**src/rtl/unified_mem_arbiter_if.sv**
```systemverilog
// Bundles the IF fetch port, the MEM load/store port and the shared memory port.
// Carries signals only; request, issue and response timing live in the arbiter.
// Requesters hold req with their attributes until the matching valid pulse.
interface unified_mem_arbiter_if #(
    parameter int ADDR_WIDTH = 32,
    parameter int DATA_WIDTH = 32
);
    // instruction fetch port
    logic                  if_req;
    logic [ADDR_WIDTH-1:0] if_addr;
    logic [DATA_WIDTH-1:0] if_rdata;
    logic                  if_valid;
    logic                  if_stall;

    // load/store port
    logic                  dm_req;
    logic                  dm_we;
    logic [ADDR_WIDTH-1:0] dm_addr;
    logic [DATA_WIDTH-1:0] dm_wdata;
    logic [2:0]            dm_funct3;
    logic [DATA_WIDTH-1:0] dm_rdata;
    logic                  dm_valid;
    logic                  dm_stall;

    // shared single-port memory
    logic                  mem_en;
    logic                  mem_we;
    logic [ADDR_WIDTH-1:0] mem_addr;
    logic [DATA_WIDTH-1:0] mem_wdata;
    logic [2:0]            mem_funct3;
    logic [DATA_WIDTH-1:0] mem_rdata;

    // arbiter side
    modport slave (
        input  if_req, if_addr,
        input  dm_req, dm_we, dm_addr, dm_wdata, dm_funct3,
        input  mem_rdata,
        output if_rdata, if_valid, if_stall,
        output dm_rdata, dm_valid, dm_stall,
        output mem_en, mem_we, mem_addr, mem_wdata, mem_funct3
    );

    // core pipeline plus memory array side
    modport master (
        output if_req, if_addr,
        output dm_req, dm_we, dm_addr, dm_wdata, dm_funct3,
        output mem_rdata,
        input  if_rdata, if_valid, if_stall,
        input  dm_rdata, dm_valid, dm_stall,
        input  mem_en, mem_we, mem_addr, mem_wdata, mem_funct3
    );
endinterface

```
**src/rtl/unified_mem_arbiter.sv**
```systemverilog
// Shares one single-port memory between fetch (IF) and load/store (MEM); tie policy: MEM_ARB_RR_EN = round-robin, else DM_PRIORITY.
// Latency: issue is combinational, response valid exactly 1 cycle after issue; at most one access per cycle.
// Backpressure: a waiting requester sees *_stall = req & ~valid; the port responding this cycle is masked from issue.
module unified_mem_arbiter #(
    parameter int ADDR_WIDTH  = 32,
    parameter int DATA_WIDTH  = 32,
    parameter bit DM_PRIORITY = 1'b1
) (
    input  logic                 clk,
    input  logic                 reset,
    unified_mem_arbiter_if.slave bus
);
    // state names the port whose response is due in the current cycle
    typedef enum logic [1:0] {
        IDLE    = 2'd0,
        RESP_IF = 2'd1,
        RESP_DM = 2'd2
    } state_t;

    state_t                state;
    state_t                state_nxt;
    logic                  eligible_if;
    logic                  eligible_dm;
    logic                  tie_to_dm;
    logic                  grant_if;
    logic                  grant_dm;
    logic [ADDR_WIDTH-1:0] sel_addr;
    logic [DATA_WIDTH-1:0] sel_wdata;

`ifdef MEM_ARB_RR_EN
    // 1 = the last tie went to DM; reset to DM so the first tie after reset goes to IF
    logic last_grant_dm;

    assign tie_to_dm = ~last_grant_dm;

    // pointer follows tie winners only; uncontested grants leave it alone
    always_ff @(posedge clk) begin
        if (reset) begin
            last_grant_dm <= 1'b1;
        end else if (eligible_if && eligible_dm) begin
            last_grant_dm <= grant_dm;
        end
    end
`else
    assign tie_to_dm = DM_PRIORITY;
`endif

    // pick at most one winner; nothing issues while reset is sampled
    always_comb begin
        eligible_if = bus.if_req & (state != RESP_IF);
        eligible_dm = bus.dm_req & (state != RESP_DM);
        grant_dm    = ~reset & eligible_dm & (~eligible_if | tie_to_dm);
        grant_if    = ~reset & eligible_if & ~(eligible_dm & tie_to_dm);
    end

    // response-state register
    always_ff @(posedge clk) begin
        if (reset) begin
            state <= IDLE;
        end else begin
            state <= state_nxt;
        end
    end

    // next state and memory-side issue; fetches are always word reads
    always_comb begin
        state_nxt      = IDLE;
        bus.mem_en     = 1'b0;
        bus.mem_we     = 1'b0;
        bus.mem_funct3 = 3'b000;
        sel_addr       = '0;
        sel_wdata      = '0;
        if (grant_dm) begin
            state_nxt      = RESP_DM;
            bus.mem_en     = 1'b1;
            bus.mem_we     = bus.dm_we;
            bus.mem_funct3 = bus.dm_funct3;
            sel_addr       = bus.dm_addr;
            sel_wdata      = bus.dm_wdata;
        end else if (grant_if) begin
            state_nxt      = RESP_IF;
            bus.mem_en     = 1'b1;
            bus.mem_funct3 = 3'b010;
            sel_addr       = bus.if_addr;
        end
        bus.mem_addr  = sel_addr;
        bus.mem_wdata = sel_wdata;
    end

    // route the memory read data to whichever port is due; reset suppresses the pulse
    always_comb begin
        bus.if_valid = 1'b0;
        bus.dm_valid = 1'b0;
        bus.if_rdata = '0;
        bus.dm_rdata = '0;
        if (!reset) begin
            if (state == RESP_IF) begin
                bus.if_valid = 1'b1;
                bus.if_rdata = bus.mem_rdata;
            end
            if (state == RESP_DM) begin
                bus.dm_valid = 1'b1;
                bus.dm_rdata = bus.mem_rdata;
            end
        end
        bus.if_stall = bus.if_req & ~bus.if_valid;
        bus.dm_stall = bus.dm_req & ~bus.dm_valid;
    end
endmodule

```
**src/flat_wrapper.sv**
```systemverilog
// flat-port wrapper written by rule: the top's interface ports become plain ports
module unified_mem_arbiter_flat 
#(
    parameter int ADDR_WIDTH  = 32,
    parameter int DATA_WIDTH  = 32,
    parameter bit DM_PRIORITY = 1'b1
)
  (clk, reset, bus_if_req, bus_if_addr, bus_dm_req, bus_dm_we, bus_dm_addr, bus_dm_wdata, bus_dm_funct3, bus_mem_rdata, bus_if_rdata, bus_if_valid, bus_if_stall, bus_dm_rdata, bus_dm_valid, bus_dm_stall, bus_mem_en, bus_mem_we, bus_mem_addr, bus_mem_wdata, bus_mem_funct3);
  unified_mem_arbiter_if #(.ADDR_WIDTH(ADDR_WIDTH), .DATA_WIDTH(DATA_WIDTH)) bus_i ();
  input  logic clk;
  input  logic reset;
  input wire logic [$bits(bus_i.if_req)-1:0] bus_if_req;
  input wire logic [$bits(bus_i.if_addr)-1:0] bus_if_addr;
  input wire logic [$bits(bus_i.dm_req)-1:0] bus_dm_req;
  input wire logic [$bits(bus_i.dm_we)-1:0] bus_dm_we;
  input wire logic [$bits(bus_i.dm_addr)-1:0] bus_dm_addr;
  input wire logic [$bits(bus_i.dm_wdata)-1:0] bus_dm_wdata;
  input wire logic [$bits(bus_i.dm_funct3)-1:0] bus_dm_funct3;
  input wire logic [$bits(bus_i.mem_rdata)-1:0] bus_mem_rdata;
  output wire logic [$bits(bus_i.if_rdata)-1:0] bus_if_rdata;
  output wire logic [$bits(bus_i.if_valid)-1:0] bus_if_valid;
  output wire logic [$bits(bus_i.if_stall)-1:0] bus_if_stall;
  output wire logic [$bits(bus_i.dm_rdata)-1:0] bus_dm_rdata;
  output wire logic [$bits(bus_i.dm_valid)-1:0] bus_dm_valid;
  output wire logic [$bits(bus_i.dm_stall)-1:0] bus_dm_stall;
  output wire logic [$bits(bus_i.mem_en)-1:0] bus_mem_en;
  output wire logic [$bits(bus_i.mem_we)-1:0] bus_mem_we;
  output wire logic [$bits(bus_i.mem_addr)-1:0] bus_mem_addr;
  output wire logic [$bits(bus_i.mem_wdata)-1:0] bus_mem_wdata;
  output wire logic [$bits(bus_i.mem_funct3)-1:0] bus_mem_funct3;
  assign bus_i.if_req = bus_if_req;
  assign bus_i.if_addr = bus_if_addr;
  assign bus_i.dm_req = bus_dm_req;
  assign bus_i.dm_we = bus_dm_we;
  assign bus_i.dm_addr = bus_dm_addr;
  assign bus_i.dm_wdata = bus_dm_wdata;
  assign bus_i.dm_funct3 = bus_dm_funct3;
  assign bus_i.mem_rdata = bus_mem_rdata;
  assign bus_if_rdata = bus_i.if_rdata;
  assign bus_if_valid = bus_i.if_valid;
  assign bus_if_stall = bus_i.if_stall;
  assign bus_dm_rdata = bus_i.dm_rdata;
  assign bus_dm_valid = bus_i.dm_valid;
  assign bus_dm_stall = bus_i.dm_stall;
  assign bus_mem_en = bus_i.mem_en;
  assign bus_mem_we = bus_i.mem_we;
  assign bus_mem_addr = bus_i.mem_addr;
  assign bus_mem_wdata = bus_i.mem_wdata;
  assign bus_mem_funct3 = bus_i.mem_funct3;
  unified_mem_arbiter #(.ADDR_WIDTH(ADDR_WIDTH), .DATA_WIDTH(DATA_WIDTH), .DM_PRIORITY(DM_PRIORITY)) u_core (.clk(clk), .reset(reset), .bus(bus_i));
endmodule
```
**config.mk**
```make
export PLATFORM = sky130hd
export DESIGN_NAME = unified_mem_arbiter_flat
export DESIGN_NICKNAME = d
export VERILOG_FILES = /design/src/rtl/unified_mem_arbiter_if.sv /design/src/rtl/unified_mem_arbiter.sv /design/src/flat_wrapper.sv
export SDC_FILE = /design/constraint.sdc
export NUM_CORES = 1
export LEC_CHECK = 0
export ABC_AREA = 1
export CAP_MARGIN = 20
export CORE_AREA = 2 2 107 109
export CTS_CLUSTER_DIAMETER = 150
export DETAILED_ROUTE_END_ITERATION = 8
export DIE_AREA = 0 0 109 111
export HOLD_SLACK_MARGIN = 0.02
export REMOVE_ABC_BUFFERS = 1
export SETUP_SLACK_MARGIN = 0.02
export SLEW_MARGIN = 20
export SYNTH_ARGS = -nofsm -noshare
export SYNTH_HDL_FRONTEND = slang
export SYNTH_SLANG_ARGS = --single-unit
export TNS_END_PERCENT = 1
```
**constraint.sdc**
```tcl
create_clock -name clk -period 1.95 [get_ports clk]
set_input_delay 0.39 -clock clk [delete_from_list [all_inputs] [get_ports clk]]
set_output_delay 0.39 -clock clk [all_outputs]
set_load 0.1 [all_outputs]
```
[Word-level counts from Yosys, hierarchy flattened]
Index checks and enable logic that the tools add are counted.
Word-level totals
  word-level logic and storage cells: 36
  output and inout bits: 137
  flip-flop bits (word level): 2
  input bits: 136
Operators by class
  reduce and logical (&&, ||, !) cells: 1
  mux-type cells: 18
  eq/ne operators: 4
  bitwise gates (word level): 11
Operators by type and width (count)
  $mux 32: 7
  $mux 1: 8
  $and 1x1->1: 7
  $mux 2: 2
  $not 1->1: 4
  $mux 3: 1
  $eq 2x1->1 const B: 1
  $eq 2x2->1 const B: 1
  $ne 2x1->1 const B: 1
  $ne 2x2->1 const B: 1
  $reduce_or 2->1: 1

[Depth between registers and ports, before layout]
  depth after elaboration: 6
  gate-level depth with buffers: 6
  mapped depth without buffers: 5

[Least setup slack after synthesis]
No wires, ideal clock.
  kind: input port to output port
  start: input port bus_dm_req
  end: output port bus_mem_funct3[1]
  cell stages on the path: 4
  path buffers: 2
  arrival: 2914 ps
  path slack: -1354 ps
  required time: 1560 ps
  cells stage by stage: buf_2 -> nand3_1 -> buf_4 -> o21ai_0
Between the ends
  longest elaborated chain between the ends: 5
  elaborated cells between the ends (all ways): 6
  those cells by class: mux: 2; bitwise: 4
Ends and longest elaborated chain
  from (decl): line flat_wrapper.sv:14  | input wire logic [$bits(bus_i.dm_req)-1:0] bus_dm_req;
  $and 1x1->1 (*): line unified_mem_arbiter.sv:51  | eligible_dm = bus.dm_req & (state != RESP_DM);
  $not 1->1: line unified_mem_arbiter.sv:53  | grant_if = ~reset & eligible_if & ~(eligible_dm & tie_to_dm);
  $and 1x1->1: line unified_mem_arbiter.sv:53
  $mux 2: line unified_mem_arbiter.sv:80  | end else if (grant_if) begin
  $mux 3 (*): line unified_mem_arbiter.sv:73  | if (grant_dm) begin
  to (decl): line flat_wrapper.sv:30  | output wire logic [$bits(bus_i.mem_funct3)-1:0] bus_mem_funct3;
Mark *: on every way between the ends. The rest lies on a longest branch, timed or not.

[Final worst setup path]
  start: input port reset
  end: output port bus_mem_addr[25]
Between the ends
  longest elaborated chain between the ends: 5
  elaborated cells between the ends (all ways): 6
  those cells by class: mux: 2; bitwise: 4
Ends and longest elaborated chain
  from (decl): line flat_wrapper.sv:11  | input logic reset;
  $not 1->1 (*): line unified_mem_arbiter.sv:52, unified_mem_arbiter.sv:53
  $and 1x1->1 (2 in series): line unified_mem_arbiter.sv:53
  $mux 32: line unified_mem_arbiter.sv:80
  $mux 32 (*): line unified_mem_arbiter.sv:73
  to (decl): line flat_wrapper.sv:28  | output wire logic [$bits(bus_i.mem_addr)-1:0] bus_mem_addr;
Marked as above.

==> summary.txt <==
Synth
  – Seq/Total Area, Yosys: 2.88%
  – Synth area leaders: nor2_1 (27%), inv_1 (20%), nand4_1 (14%), nand3_1 (12%), nand2_1 (10%)
  – Xor-xnor portion of the synthesized cell area: 0%
  – Yosys top cell by area: nor2_1
  – Post-synthesis adder-cell area fraction: 0%
  – Ys Warns: 0
  – Top-area cell type share of the netlist area: 26.8%
  – Compound-Gate Fraction of Synth Area: 0.360%
  – Cell area after synthesis: 1390 um^2
  – FF+latch count, synth: 2
  – Largest family of logic cells by synthesized area: simple AND/OR/NAND/NOR gates
  – Mean post-synth cell area: 4.45 um^2
  – Post-synthesis cell count: 312
  – Synth Area in Simple Gates: 66.0%
  – Mux cell area share after synthesis: 0%
  – Unique masters post-synth: 15

Timing
  – Slew Limit Headroom: 83.6%
  – RSZ-0062 raised after global routing: true
  – Fin worst setup slack: 0.0846 ns
  – Worst clock skew: 0.00146 ns
  – Slew of the pin with the lowest slew margin: 0.246 ns
  – Final setup viols: 0
  – Min Clock Period, post-route: 1.87 ns
  – Final hold slack: 0.780 ns
  – Tcrit/Tclk final: 95.7%
  – Final hold violation count: 0
  – Fmax: 536 MHz
  – Max-slew violations: 0

Global route
  – Initial antenna violation count: 0
  – Grt total ovfl: 0
  – Largest net degree at the start of global routing: 36
  – Vias in the first global route: 3,077
  – Global-route usage over all layers: 15.7%
  – Global-route wire length before repair: 15,400 um

Placement
  – HPWL after DPL: 8090 um
  – Port Buffers: 272
  – Dpl ws: -0.255 ns
  – GP Congestion: 0.911
  – Placed cell area: 5720 um^2
  – Placed cells: 716

Hold path
  – Hold Path End: u_core.state[0]
  – Hold path depth: 6
  – Hold crit path type: input port to flop
  – Hold Crit Start: bus_if_req

Clock tree
  – Clock Sinks: 2
  – CTS root buffer: clkbuf_16
  – TritonCTS clock tree: done
  – Clock transition at the registers of the reported paths: 0.03 ns
  – Num CTS Buffers: 3
  – Skew-Pair Late Insertion Delay: 0.22 ns
  – H-tree levels: 1
  – CTS hold repair buffers: 0
  – Max Root-Sink Buffers: 2

Worst setup path
  – Crit end category: output pin
  – Crit-path max cell delay: 0.17 ns
  – Worst-path maximum fanout: 7
  – Crit-path cells: clkbuf_2, inv_2, nand2_2, nor2_4, buf_6, clkbuf_16, nand3_1, nand2_2, buf_12
  – R2R setup slack: 0.90 ns
  – Critical Path AT: 1.48 ns
  – Most frequent CP cell: nand2_2
  – CP Launch Type: input port
  – Setup CP Type: input port to output pin
  – Required @ worst endpoint: 1.56 ns
  – RR Startpoint: u_core.state[0]
  – Slowest cell on the critical path: buf_12
  – Reg-to-reg endpoint: u_core.state[1]
  – R2r worst-path depth: 5

Drt
  – Avg Vias per Cell: 4.16
  – Post-DRT Antenna Nets: 0
  – Avg WL per Cell: 14.2 um
  – Routed vias: 3,028
  – Routed Wire Length: 10,300 um
  – Remaining routing DRC violations: 0
  – Initial DRC count: 131
  – DR pass1 iterations: 4

Cells and area
  – Fill cells: 922
  – Largest reg by FF count: u_core.state
  – Max reg flops: 2
  – # diodes: 0
  – Non-Filler Instances: 728
  – Layout cells sized above 1: 51.8%
  – Reg area: 40.0 um^2
  – Design Area, Final: 6280 um^2
  – P&R area growth vs syn: 352%
  – Layout net count: 723
  – Top flop regs: u_core.state x2
  – Multi-input gate area: 1280 um^2
  – Final Core Density: 56.7%

Pwr
  – Leak: 2.81 nW
  – Pwr Density: 369 nW/um^2
  – Worst vdd ir: 285 uV

Floorplan
  – Die X: 109 um
  – Die ar.: 12,100 um^2
  – Row cnt: 39
  – Die height: 111 um
  – Initial Util: 12.5%
  – # IOs: 273
  – CORE AREA: 11,100 um^2

Outcome
  – Status: finished, final reports clean

Run
  – Max Cap Violations: 0
synth_stat cells, drive strengths merged:
cell / instances
inv: 76
nand4: 32
dfxtp: 2
clkbuf: 9
nand2: 40
o21ai: 1
nor2: 101
nand3: 34
buf: 17
critical path, delay by kind of cell:
kind / cells / cell delay, ns
simple gates: 4 / 0.40
buf+inv: 5 / 0.68
through the flow:
step / setup TNS (ns) / power [W]
after floorplan: -140.02 / 0.00101
after detailed placement: -17.37 / 0.00190
final: 0 / 0.00232
after CTS: -14.07 / 0.00229
after global routing: 0 / 0.00240
after global placement: -15.68 / 0.00189
cell families (layout without fill, tap and decap cells):
group / Yosys count / in the layout
buffers and inverters: 102 / 375
DFF: 2 / 2
AOI/OAI and AO/OA: 1 / 1
and+or+nand+nor: 207 / 207
what timing repair did:
action | CTS | global route
buffers inserted | 4 | 2
setup endpoints to repair | 136 | 137
pin swaps | 1 | 7
gates cloned | 1 | 2
gates resized for setup | 127 | 20
worst max path at each step:
stage | slack [ns] | start | depth (start not counted) | end
after floorplan | -2.28 | u_core.state[0] | 4 | bus_mem_funct3[1]
after global placement | -0.22 | reset | 6 | bus_mem_funct3[1]
after detailed placement | -0.26 | reset | 8 | bus_mem_addr[18]
after CTS | -0.17 | reset | 9 | bus_mem_addr[16]
after global routing | 0.002 | u_core.state[0] | 6 | bus_if_rdata[19]
final | 0.08 | reset | 9 | bus_mem_addr[25]
where the power goes:
group / switching [W] / internal, W / leakage, nW
Clock: 0.0000438 / 0.000261 / 0.0370
Combinational: 0.00118 / 0.000782 / 2.76
Sequential: 0.00000181 / 0.0000436 / 0.0165
placed cells by master, fill, tap and decap left out, types with 9 or more instances in the layout:
master           synthesis  routed
nand4_1                 32      32
buf_4                    4       9
nand3_1                 34      28
clkdlybuf4s50_1          0     132
nand2_2                  3      34
nor2_2                   1      89
nor2_1                  99      11
inv_1                   75      72
buf_12                   0     144
cell type report:
cell class / count / share of cell area, %
repair buffers: 296 / 70.5
flip-flops and latches: 2 / 0.637
multi-input cells: 208 / 20.3
inverters: 76 / 4.54
clock buffers: 3 / 1.19
well taps: 143 / 2.85
per-layer routing:
| metal | global-route usage, % | up-vias | routed length [um] |
|---|---|---|---|
| met4 | 2.56 | 0 | 112 |
| met5 | 0 | - | 0 |
| met3 | 5.17 | 10 | 1120 |
| li1 | - | 1483 | - |
| met1 | 16.8 | 1356 | 3550 |
| met2 | 29.5 | 179 | 5530 |
Power figures use the tool's default switching activity.
